## src/rtl/mem_lsu_if.sv

```systemverilog
// rtl/mem_lsu_if.sv - single-ported data-memory bus with request/acknowledge handshake
interface mem_lsu_if #(
    parameter int XLEN = 32
);
    logic            req;
    logic            we;
    logic [XLEN-1:0] addr;
    logic [3:0]      sel;
    logic [XLEN-1:0] wdata;
    logic [XLEN-1:0] rdata;
    logic            ack;

    modport master (
        output req, we, addr, sel, wdata,
        input  rdata, ack
    );

    modport slave (
        input  req, we, addr, sel, wdata,
        output rdata, ack
    );
endinterface

```

## src/rtl/mem_lsu.sv

```systemverilog
// rtl/mem_lsu.sv - MEM stage / MEM-WB register with byte-lane steering; optional MEM_MISALIGN_EN traps misaligned accesses
module mem_lsu #(
    parameter int REG_ADDR_W = 5,
    parameter int XLEN       = 32
) (
    input  logic                  clk,
    input  logic                  rst,
    input  logic                  valid_i,
    input  logic [REG_ADDR_W-1:0] wd_i,
    input  logic                  wreg_i,
    input  logic [XLEN-1:0]       wdata_i,
    input  logic [1:0]            mem_op_i,
    input  logic [2:0]            funct3_i,
    input  logic [XLEN-1:0]       mem_addr_i,
    input  logic [XLEN-1:0]       store_data_i,
    output logic [REG_ADDR_W-1:0] wd_o,
    output logic                  wreg_o,
    output logic [XLEN-1:0]       wdata_o,
    output logic                  valid_o,
    output logic                  stall_o,
    output logic                  exc_o,
    mem_lsu_if.master             mem
);
    typedef enum logic {IDLE, BUSY} state_t;

    state_t state_q, state_d;

    logic [1:0]            a;
    logic                  is_mem;
    logic                  is_byte;
    logic                  is_half;
    logic                  misalign;
    logic                  start;
    logic [3:0]            sel_d;
    logic [XLEN-1:0]       wdata_rep;

    logic                  we_q;
    logic [XLEN-1:0]       addr_q;
    logic [3:0]            sel_q;
    logic [XLEN-1:0]       mwdata_q;
    logic [2:0]            f3_q;
    logic [1:0]            a_q;
    logic [REG_ADDR_W-1:0] wd_q;
    logic                  wreg_q;

    logic [XLEN-1:0]       shifted;
    logic [7:0]            byte_v;
    logic [15:0]           half_v;
    logic [XLEN-1:0]       load_val;

    assign a       = mem_addr_i[1:0];
    assign is_mem  = (mem_op_i == 2'b01) || (mem_op_i == 2'b10);
    assign is_byte = (funct3_i[1:0] == 2'b00);
    assign is_half = (funct3_i[1:0] == 2'b01);

`ifdef MEM_MISALIGN_EN
    assign misalign = is_half ? a[0] : (!is_byte && (a != 2'b00));
`else
    assign misalign = 1'b0;
`endif

    assign start = (state_q == IDLE) && valid_i && is_mem && !misalign;

    // Reserved size codes fall into the word case.
    always_comb begin
        sel_d     = 4'b1111;
        wdata_rep = store_data_i;
        if (is_byte) begin
            sel_d     = 4'b0001 << a;
            wdata_rep = {4{store_data_i[7:0]}};
        end else if (is_half) begin
            sel_d     = a[1] ? 4'b1100 : 4'b0011;
            wdata_rep = {2{store_data_i[15:0]}};
        end
    end

    always_ff @(posedge clk) begin
        if (!rst) state_q <= IDLE;
        else      state_q <= state_d;
    end

    always_comb begin
        state_d = state_q;
        case (state_q)
            IDLE:    if (start)   state_d = BUSY;
            BUSY:    if (mem.ack) state_d = IDLE;
            default: state_d = IDLE;
        endcase
    end

    assign stall_o   = (state_q == BUSY);
    assign mem.req   = (state_q == BUSY);
    assign mem.we    = we_q;
    assign mem.addr  = addr_q;
    assign mem.sel   = sel_q;
    assign mem.wdata = mwdata_q;

    always_comb begin
        shifted  = mem.rdata >> {a_q, 3'b000};
        byte_v   = shifted[7:0];
        half_v   = a_q[1] ? mem.rdata[31:16] : mem.rdata[15:0];
        load_val = mem.rdata;
        case (f3_q[1:0])
            2'b00:   load_val = {{(XLEN-8){~f3_q[2] & byte_v[7]}}, byte_v};
            2'b01:   load_val = {{(XLEN-16){~f3_q[2] & half_v[15]}}, half_v};
            default: load_val = mem.rdata;
        endcase
    end

    always_ff @(posedge clk) begin
        if (!rst) begin
            valid_o  <= 1'b0;
            wd_o     <= '0;
            wreg_o   <= 1'b0;
            wdata_o  <= '0;
            we_q     <= 1'b0;
            addr_q   <= '0;
            sel_q    <= 4'b0000;
            mwdata_q <= '0;
            f3_q     <= 3'b000;
            a_q      <= 2'b00;
            wd_q     <= '0;
            wreg_q   <= 1'b0;
        end else begin
            valid_o <= 1'b0;
            wd_o    <= '0;
            wreg_o  <= 1'b0;
            wdata_o <= '0;
            if (state_q == IDLE) begin
                if (valid_i && !is_mem) begin
                    valid_o <= 1'b1;
                    wd_o    <= wd_i;
                    wreg_o  <= wreg_i;
                    wdata_o <= wdata_i;
                end else if (valid_i && misalign) begin
                    valid_o <= 1'b1;
                    wd_o    <= wd_i;
                end else if (start) begin
                    we_q     <= (mem_op_i == 2'b10);
                    addr_q   <= {mem_addr_i[XLEN-1:2], 2'b00};
                    sel_q    <= sel_d;
                    mwdata_q <= wdata_rep;
                    f3_q     <= funct3_i;
                    a_q      <= a;
                    wd_q     <= wd_i;
                    wreg_q   <= wreg_i;
                end
            end else if (mem.ack) begin
                valid_o <= 1'b1;
                wd_o    <= wd_q;
                if (!we_q) begin
                    wreg_o  <= wreg_q;
                    wdata_o <= load_val;
                end
            end
        end
    end

`ifdef MEM_MISALIGN_EN
    logic exc_q;

    always_ff @(posedge clk) begin
        if (!rst) exc_q <= 1'b0;
        else      exc_q <= (state_q == IDLE) && valid_i && is_mem && misalign;
    end

    assign exc_o = exc_q;
`else
    assign exc_o = 1'b0;
`endif
endmodule

```

## src/flat_wrapper.sv

```systemverilog
// flat-port wrapper written by rule: the top's interface ports become plain ports
module mem_lsu_flat 
#(
    parameter int REG_ADDR_W = 5,
    parameter int XLEN       = 32
)
  (clk, rst, valid_i, wd_i, wreg_i, wdata_i, mem_op_i, funct3_i, mem_addr_i, store_data_i, wd_o, wreg_o, wdata_o, valid_o, stall_o, exc_o, mem_req, mem_we, mem_addr, mem_sel, mem_wdata, mem_rdata, mem_ack);
  mem_lsu_if #(.XLEN(XLEN)) mem_i ();
  input  logic clk;
  input  logic rst;
  input  logic valid_i;
  input  logic [REG_ADDR_W-1:0] wd_i;
  input  logic wreg_i;
  input  logic [XLEN-1:0] wdata_i;
  input  logic [1:0] mem_op_i;
  input  logic [2:0] funct3_i;
  input  logic [XLEN-1:0] mem_addr_i;
  input  logic [XLEN-1:0] store_data_i;
  output logic [REG_ADDR_W-1:0] wd_o;
  output logic wreg_o;
  output logic [XLEN-1:0] wdata_o;
  output logic valid_o;
  output logic stall_o;
  output logic exc_o;
  output wire logic [$bits(mem_i.req)-1:0] mem_req;
  output wire logic [$bits(mem_i.we)-1:0] mem_we;
  output wire logic [$bits(mem_i.addr)-1:0] mem_addr;
  output wire logic [$bits(mem_i.sel)-1:0] mem_sel;
  output wire logic [$bits(mem_i.wdata)-1:0] mem_wdata;
  input wire logic [$bits(mem_i.rdata)-1:0] mem_rdata;
  input wire logic [$bits(mem_i.ack)-1:0] mem_ack;
  assign mem_req = mem_i.req;
  assign mem_we = mem_i.we;
  assign mem_addr = mem_i.addr;
  assign mem_sel = mem_i.sel;
  assign mem_wdata = mem_i.wdata;
  assign mem_i.rdata = mem_rdata;
  assign mem_i.ack = mem_ack;
  mem_lsu #(.REG_ADDR_W(REG_ADDR_W), .XLEN(XLEN)) u_core (.clk(clk), .rst(rst), .valid_i(valid_i), .wd_i(wd_i), .wreg_i(wreg_i), .wdata_i(wdata_i), .mem_op_i(mem_op_i), .funct3_i(funct3_i), .mem_addr_i(mem_addr_i), .store_data_i(store_data_i), .wd_o(wd_o), .wreg_o(wreg_o), .wdata_o(wdata_o), .valid_o(valid_o), .stall_o(stall_o), .exc_o(exc_o), .mem(mem_i));
endmodule
```

## config.mk

```make
export PLATFORM = sky130hd
export DESIGN_NAME = mem_lsu_flat
export DESIGN_NICKNAME = d
export VERILOG_FILES = /design/src/rtl/mem_lsu_if.sv /design/src/rtl/mem_lsu.sv /design/src/flat_wrapper.sv
export SDC_FILE = /design/constraint.sdc
export NUM_CORES = 1
export LEC_CHECK = 0
export ABC_AREA = 1
export ABC_CLOCK_PERIOD_IN_PS = 2200
export CAP_MARGIN = 15
export CORE_ASPECT_RATIO = 1.5
export CORE_MARGIN = 1
export CORE_UTILIZATION = 40
export DETAILED_ROUTE_END_ITERATION = 10
export PLACE_DENSITY = 0.8
export SETUP_SLACK_MARGIN = 0.1
export SYNTH_ARGS = -nofsm -noshare
export SYNTH_HDL_FRONTEND = slang
export SYNTH_SLANG_ARGS = --single-unit
```

## constraint.sdc

```tcl
create_clock -name clk -period 2.2 [get_ports clk]
set_input_delay 0.55 -clock clk [delete_from_list [all_inputs] [get_ports clk]]
set_output_delay 0.55 -clock clk [all_outputs]
set_load 0.02 [all_outputs]
```

=== Word-level counts from Yosys, hierarchy flattened ===
Cells that the tools add are included.

* Input port bits: 143
* Register bits after elaboration: 118
* Memories: 0
* Latch bits: 0
* Memory bits (writable): 0
* Bits in read-only memories: 0
* Word-level logic and storage cells: 56

* Shift-type cells: 2
* Bitwise operators: 5
* $lt $le $gt $ge: 0
* Add/sub/neg operators: 0
* Reduce and logical (&&, ||, !) cells: 8
* $mul: 0
* Div/mod/pow operators: 0
* Mux-type cells: 24
* Equality and inequality tests: 4

{| class="wikitable"
|+ Operator list
! kind !! number
|-
| two-way mux 32 bit || 6
|-
| case mux 32 bit (2 select lines) || 1
|-
| >> shifter 32 x 5 -> 8 bit || 1
|-
| two-way mux 16 bit || 1
|-
| two-way mux 5 bit || 3
|-
| two-way mux 4 bit || 3
|-
| two-way mux 1 bit || 9
|-
| == test 2 x 1 -> 1 bit, second input constant || 3
|-
| logical NOT 2 bit || 2
|-
| left shift 1 x 2 -> 4 bit, first input constant || 1
|-
| logical AND 1 bit || 3
|-
| inverter 1 bit || 3
|-
| AND reduction 3 bit || 1
|-
| AND 1 bit || 2
|-
| == test 2 bit, second input constant || 1
|-
| case mux 1 bit (2 select lines) || 1
|-
| logical NOT 1 bit || 1
|-
| logical OR 1 bit || 1
|}

=== Longest topological paths before layout ===
Gate-level depths: netlist (run 1).

* Word-level depth: 6
* Gate-level depth with buffers: 11

=== Worst setup path after synthesis (run 1) ===
No wires, ideal clock.

* Kind: in2reg
* From: in mem_op_i[0]
* To: reg u_core.sel_q[1] (netlist: u_core.mem.sel[1])
* Path buffers: 1
* Arrival time: 1.730 ns
* Data required time: 2.130 ns
* Stages: 7
* Slack: 0.399 ns
* Path through: inv_1 > ha_1 > nand3b_1 > inv_2 > clkbuf_1 > o21ai_0 > a21oi_1

* Word-level cells in the longest chain between the ends: 6
* Elaborated cells on any way between the ends: 8

{| class="wikitable"
|+ RTL lines
! item !! line !! RTL
|-
| start, declared || flat_wrapper.sv:15 || <nowiki>input logic [1:0] mem_op_i;</nowiki>
|-
| == test 2 x 1 -> 1 bit or == test 2 bit (tied branches) || mem_lsu.sv:52 || <nowiki>assign is_mem = (mem_op_i == 2'b01) || (mem_op_i == 2'b10);</nowiki>
|-
| logical OR 1 bit * || mem_lsu.sv:52 ||
|-
| logical NOT 1 bit || mem_lsu.sv:130 || <nowiki>if (valid_i && !is_mem) begin</nowiki>
|-
| logical AND 1 bit || mem_lsu.sv:130 ||
|-
| inverter 1 bit (no source line) || n/a ||
|-
| AND reduction 3 bit (no source line) * || n/a ||
|-
| end signal, assigned || mem_lsu.sv:141 || <nowiki>sel_q <= sel_d;</nowiki>
|-
| end, declared || mem_lsu.sv:39 || <nowiki>logic [3:0] sel_q;</nowiki>
|}

Mark *: on every way between the ends. The rest lies on a longest branch, timed or not.
A chain may end at the register's enable or synchronous reset.

=== Worst setup path in the final report (run 1) ===
* From: reg u_core.state_q (netlist: u_core.mem.req)
* To: out stall_o

{| class="wikitable"
|+ RTL lines
! item !! line !! RTL
|-
| start, declared || mem_lsu.sv:26 || <nowiki>state_t state_q, state_d;</nowiki>
|-
| start signal, assigned || mem_lsu.sv:79 || <nowiki>else state_q <= state_d;</nowiki>
|-
| end, declared || flat_wrapper.sv:23 || <nowiki>output logic stall_o;</nowiki>
|}

No word-level cell between the ends.

==> results of run 1 <==
-- placed cells by master, fill, tap and decap left out, types with 4 or more instances in the layout --
cell / instances
inv_6: 5
buf_12: 5
clkbuf_16: 17
clkinvlp_4: 4
a21oi_2: 10
a31oi_1: 11
nand3_1: 27
o21ai_0: 47
a21oi_1: 121
nor2_1: 46
nand2_1: 229
dfxtp_1: 118
buf_4: 21
inv_2: 5
nand2_2: 12
clkdlybuf4s50_1: 250
inv_1: 23
-- cell families after synthesis --
group / synth area share
and+or+nand+nor: 0.264
AOI/OAI and AO/OA: 0.197
DFF: 0.466
buffers and inverters: 0.0692
adders and majority gates: 0.00247
other: 0.000740
-- synthesized netlist by cell type (2+ instances only) --
| master | n |
|---|---|
| nand2_1 | 229 |
| inv_1 | 23 |
| a31oi_1 | 11 |
| clkbuf_1 | 36 |
| buf_2 | 6 |
| a21oi_1 | 121 |
| nor3_1 | 2 |
| nand3_1 | 27 |
| dfxtp_1 | 118 |
| nand2_4 | 2 |
| buf_4 | 4 |
| o21ai_0 | 47 |
| nand2_2 | 12 |
| nor2_1 | 46 |
| a21oi_2 | 10 |
| inv_2 | 5 |
| nor2_2 | 2 |
-- how the worst max path moves through the flow --
stage	end	slack, ps	depth (start not counted)
floorplan	u_core.mem.sel[1]$_SDFFE_PN0P_	400	7
global placement	u_core.mem.wdata[28]$_SDFFE_PN0P_	-100	7
detailed placement	u_core.mem.wdata[28]$_SDFFE_PN0P_	-130	7
CTS	stall_o	200	1
global route	mem_we	180	1
finish	stall_o	220	1
-- flip-flops by register name, summed over array words and instances (netlist names), 2 cells and up --
signal and cells:
u_core.a_q 2, u_core.f3_q 3, u_core.mem.addr 30, u_core.mem.sel 4, u_core.mem.wdata 32, u_core.wd_o 5, u_core.wd_q 5, u_core.wdata_o 32
-- final cells by class --
cell class	instances	area [µm²]	share of cell area
repair buffers	276	2760	0.331
flip-flops and latches	118	2360	0.283
multi-input cells	517	2360	0.283
clock buffers	17	425	0.0510
well taps	156	195	0.0234
clock inverters	15	121	0.0145
inverters	30	120	0.0144
-- metal layers --
metal | wire (µm) | GRT usage
met1 | 6080 | 0.273
met2 | 8630 | 0.457
met3 | 1230 | 0.0672
met4 | 636 | 0.142
met5 | 0 | 0
-- where the power goes --
group	total (mW)	internal, mW	leakage, nW	switching [mW]
sequential	2.35	2.28	0.965	0.0692
clock	2.54	1.46	0.259	1.08
combinational	1.36	0.658	2.07	0.704
total	6.25	4.40	3.29	1.85
-- metrics by stage --
step | TNS, ps | hold slack [ps] | instances | util
3_5_place_dp | -3310 | 456 | 1097 | 0.629
5_1_grt | 0 | 484 | 1129 | 0.674
3_3_place_gp | -2110 | 449 | 1097 | 0.629
6_report | 0 | 461 | 1129 | 0.674
2_1_floorplan | 0 | 444 | 714 | -
4_1_cts | 0 | 464 | 1129 | 0.674
==> flow_metrics.py, run 1 <==
metrics = {
    "outcome": {
        "run_status": "completed",
    },
    "setup_path": {
        "r2r_end": "u_core.wdata_o[9]$_SDFF_PN0_",
        "timing.critical_path.required_ps": 1650,
        "timing.setup.critical_path_class": "reg -> out",
        "worst-endpoint-arrival_ps": 1430,
        "endpoint_kind_of_the_worst_setup_timing_path": "output port",
        "largest_stage_delay_worst_path_ps": 640,
        "critical_path.max_fanout": 4,
        "rr_worst_depth": 10,
        "element_type_at_the_critical_path_start": "flip-flop",
        "critical_path.cell_chain": "clkdlybuf4s50_1",
        "startpoint": "u_core.mem.req$_SDFF_PN0_",
        "slowest_library_cell_on_the_worst_path": "clkdlybuf4s50_1",
        "r2r_start": "u_core.f3_q[1]$_SDFFE_PN0P_",
        "worst-path-buf-inv": 1,
        "worst_path_dominant_cell_family": "buffers and inverters",
        "regToRegSetupSlack_ps": 570,
    },
    "drt": {
        "drt_pass1_iterations": 5,
        "route.detailed.vias_per_inst": 4.97,
        "ant_nets": 0,
        "drt-total-wl_um": 16600,
        "routedWlPerCell_um": 14.7,
        "detailroute.via_count": 5616,
        "first_iter_violations": 213,
        "remaining_drc_errors": 0,
    },
    "synthesis": {
        "most_used_flip_flop_cell_after_synthesis": "dfxtp_1",
        "syn-mean-instance-area_um2": 7.11,
        "post_synth_edffs": 0,
        "synth_cell_types": 28,
        "mappedNetlistArea_mm2": 0.00506,
        "yosys-top-cells-area": "dfxtp_1 (47%), nand2_1 (17%), a21oi_1 (12%)",
        "yosysTopAreaCell": "dfxtp_1",
        "yosysWarningCount": 0,
        "ys_async_sr_fraction": 0,
        "synth_seq_cells": 118,
        "post_synth_inst_count": 712,
        "synth_top_cell_area_share": 0.466,
        "synth-seq-area-share": 0.466,
    },
    "clocking": {
        "cts_inserted_buffers": 17,
        "insertion_delay_ps": 410,
        "clock_tree_from_tritoncts": "yes",
        "cts_htree_levels": 4,
        "cts_max_path_buffers": 2,
        "holdBufCountCts": 0,
        "ctsResizeCount": 0,
        "cts-root-buf": "clkbuf_16",
        "clock_net_sink_count": 118,
        "clk_transition_reported_paths_ps": 60,
        "post_cts_buffers": 0,
    },
    "grt": {
        "grt-ovfl-total": 0,
        "grt_antenna_before_repair": 0,
        "gr-usage-all-layers": 0.258,
        "maximum_number_of_pins_on_one_net_before_global_route_repair": 49,
        "wire_length_of_the_first_global_routing_pass_um": 26500,
        "via_count_of_the_first_global_routing_pass": 5515,
    },
    "floorplanning": {
        "dieHeight_um": 140,
        "boundaryPins": 254,
        "core-area_mm2": 0.0124,
        "floorplan_die_area_mm2": 0.0131,
        "initial_core_utilization": 0.409,
        "dieWidth_um": 93.9,
        "core.rowCount": 50,
    },
    "final_layout": {
        "fin_area_mm2": 0.00834,
        "area_growth_pct": 64.7,
        "fillers": 1036,
        "nNetsFinal": 1104,
        "insertedDiodeCount": 0,
        "drive_gt1_frac": 0.0956,
    },
    "pwr": {
        "irDropWorstVdd_uv": 577,
        "power_density_mw_per_mm2": 749,
        "design_power_total_mw": 6.25,
        "leakagePower_nw": 3.29,
    },
    "timing": {
        "final.setup_skew_ps": 11.3,
        "worst_slew_margin_rel": 0.618,
        "worst_pin_slew_ps": 573,
        "grt_setup_unrepaired": "no",
        "final-max-slew-violation-count": 0,
        "period_minus_slack_ps": 1980,
        "finalHoldViolations": 0,
        "fin_crit_sh": 0.900,
        "setup_slack_ps": 221,
        "setup_viol": 0,
        "timing.fmax_mhz": 505,
    },
    "place": {
        "detailedPlacementHpwl_um": 12000,
        "place_congestion": 0.913,
        "post_dp_cell_area_mm2": 0.00780,
        "dp_worst_setup_slack_ps": -131,
        "quantity_of_i_o_buffers_inserted_on_ports": 250,
    },
    "min_path": {
        "hold_path_class": "reg -> reg",
        "worstHoldEndpoint": "u_core.mem.addr[2]$_SDFFE_PN0P_",
        "worst_hold_path.num_cells": 2,
        "worstHoldStart": "u_core.mem.addr[2]$_SDFFE_PN0P_",
    },
    "job": {
        "drv.max_cap_violation_count": 0,
    },
}
No activity file was read; power rests on OpenSTA's default activity.
==> inputs of run 2 (changes only) <==
- GPL_ROUTABILITY_DRIVEN: unset -> 0
- HOLD_SLACK_MARGIN: unset -> 0.03
==> results of run 2 <==
No change in the layout: final DEF, timing and power equal those of run 1.
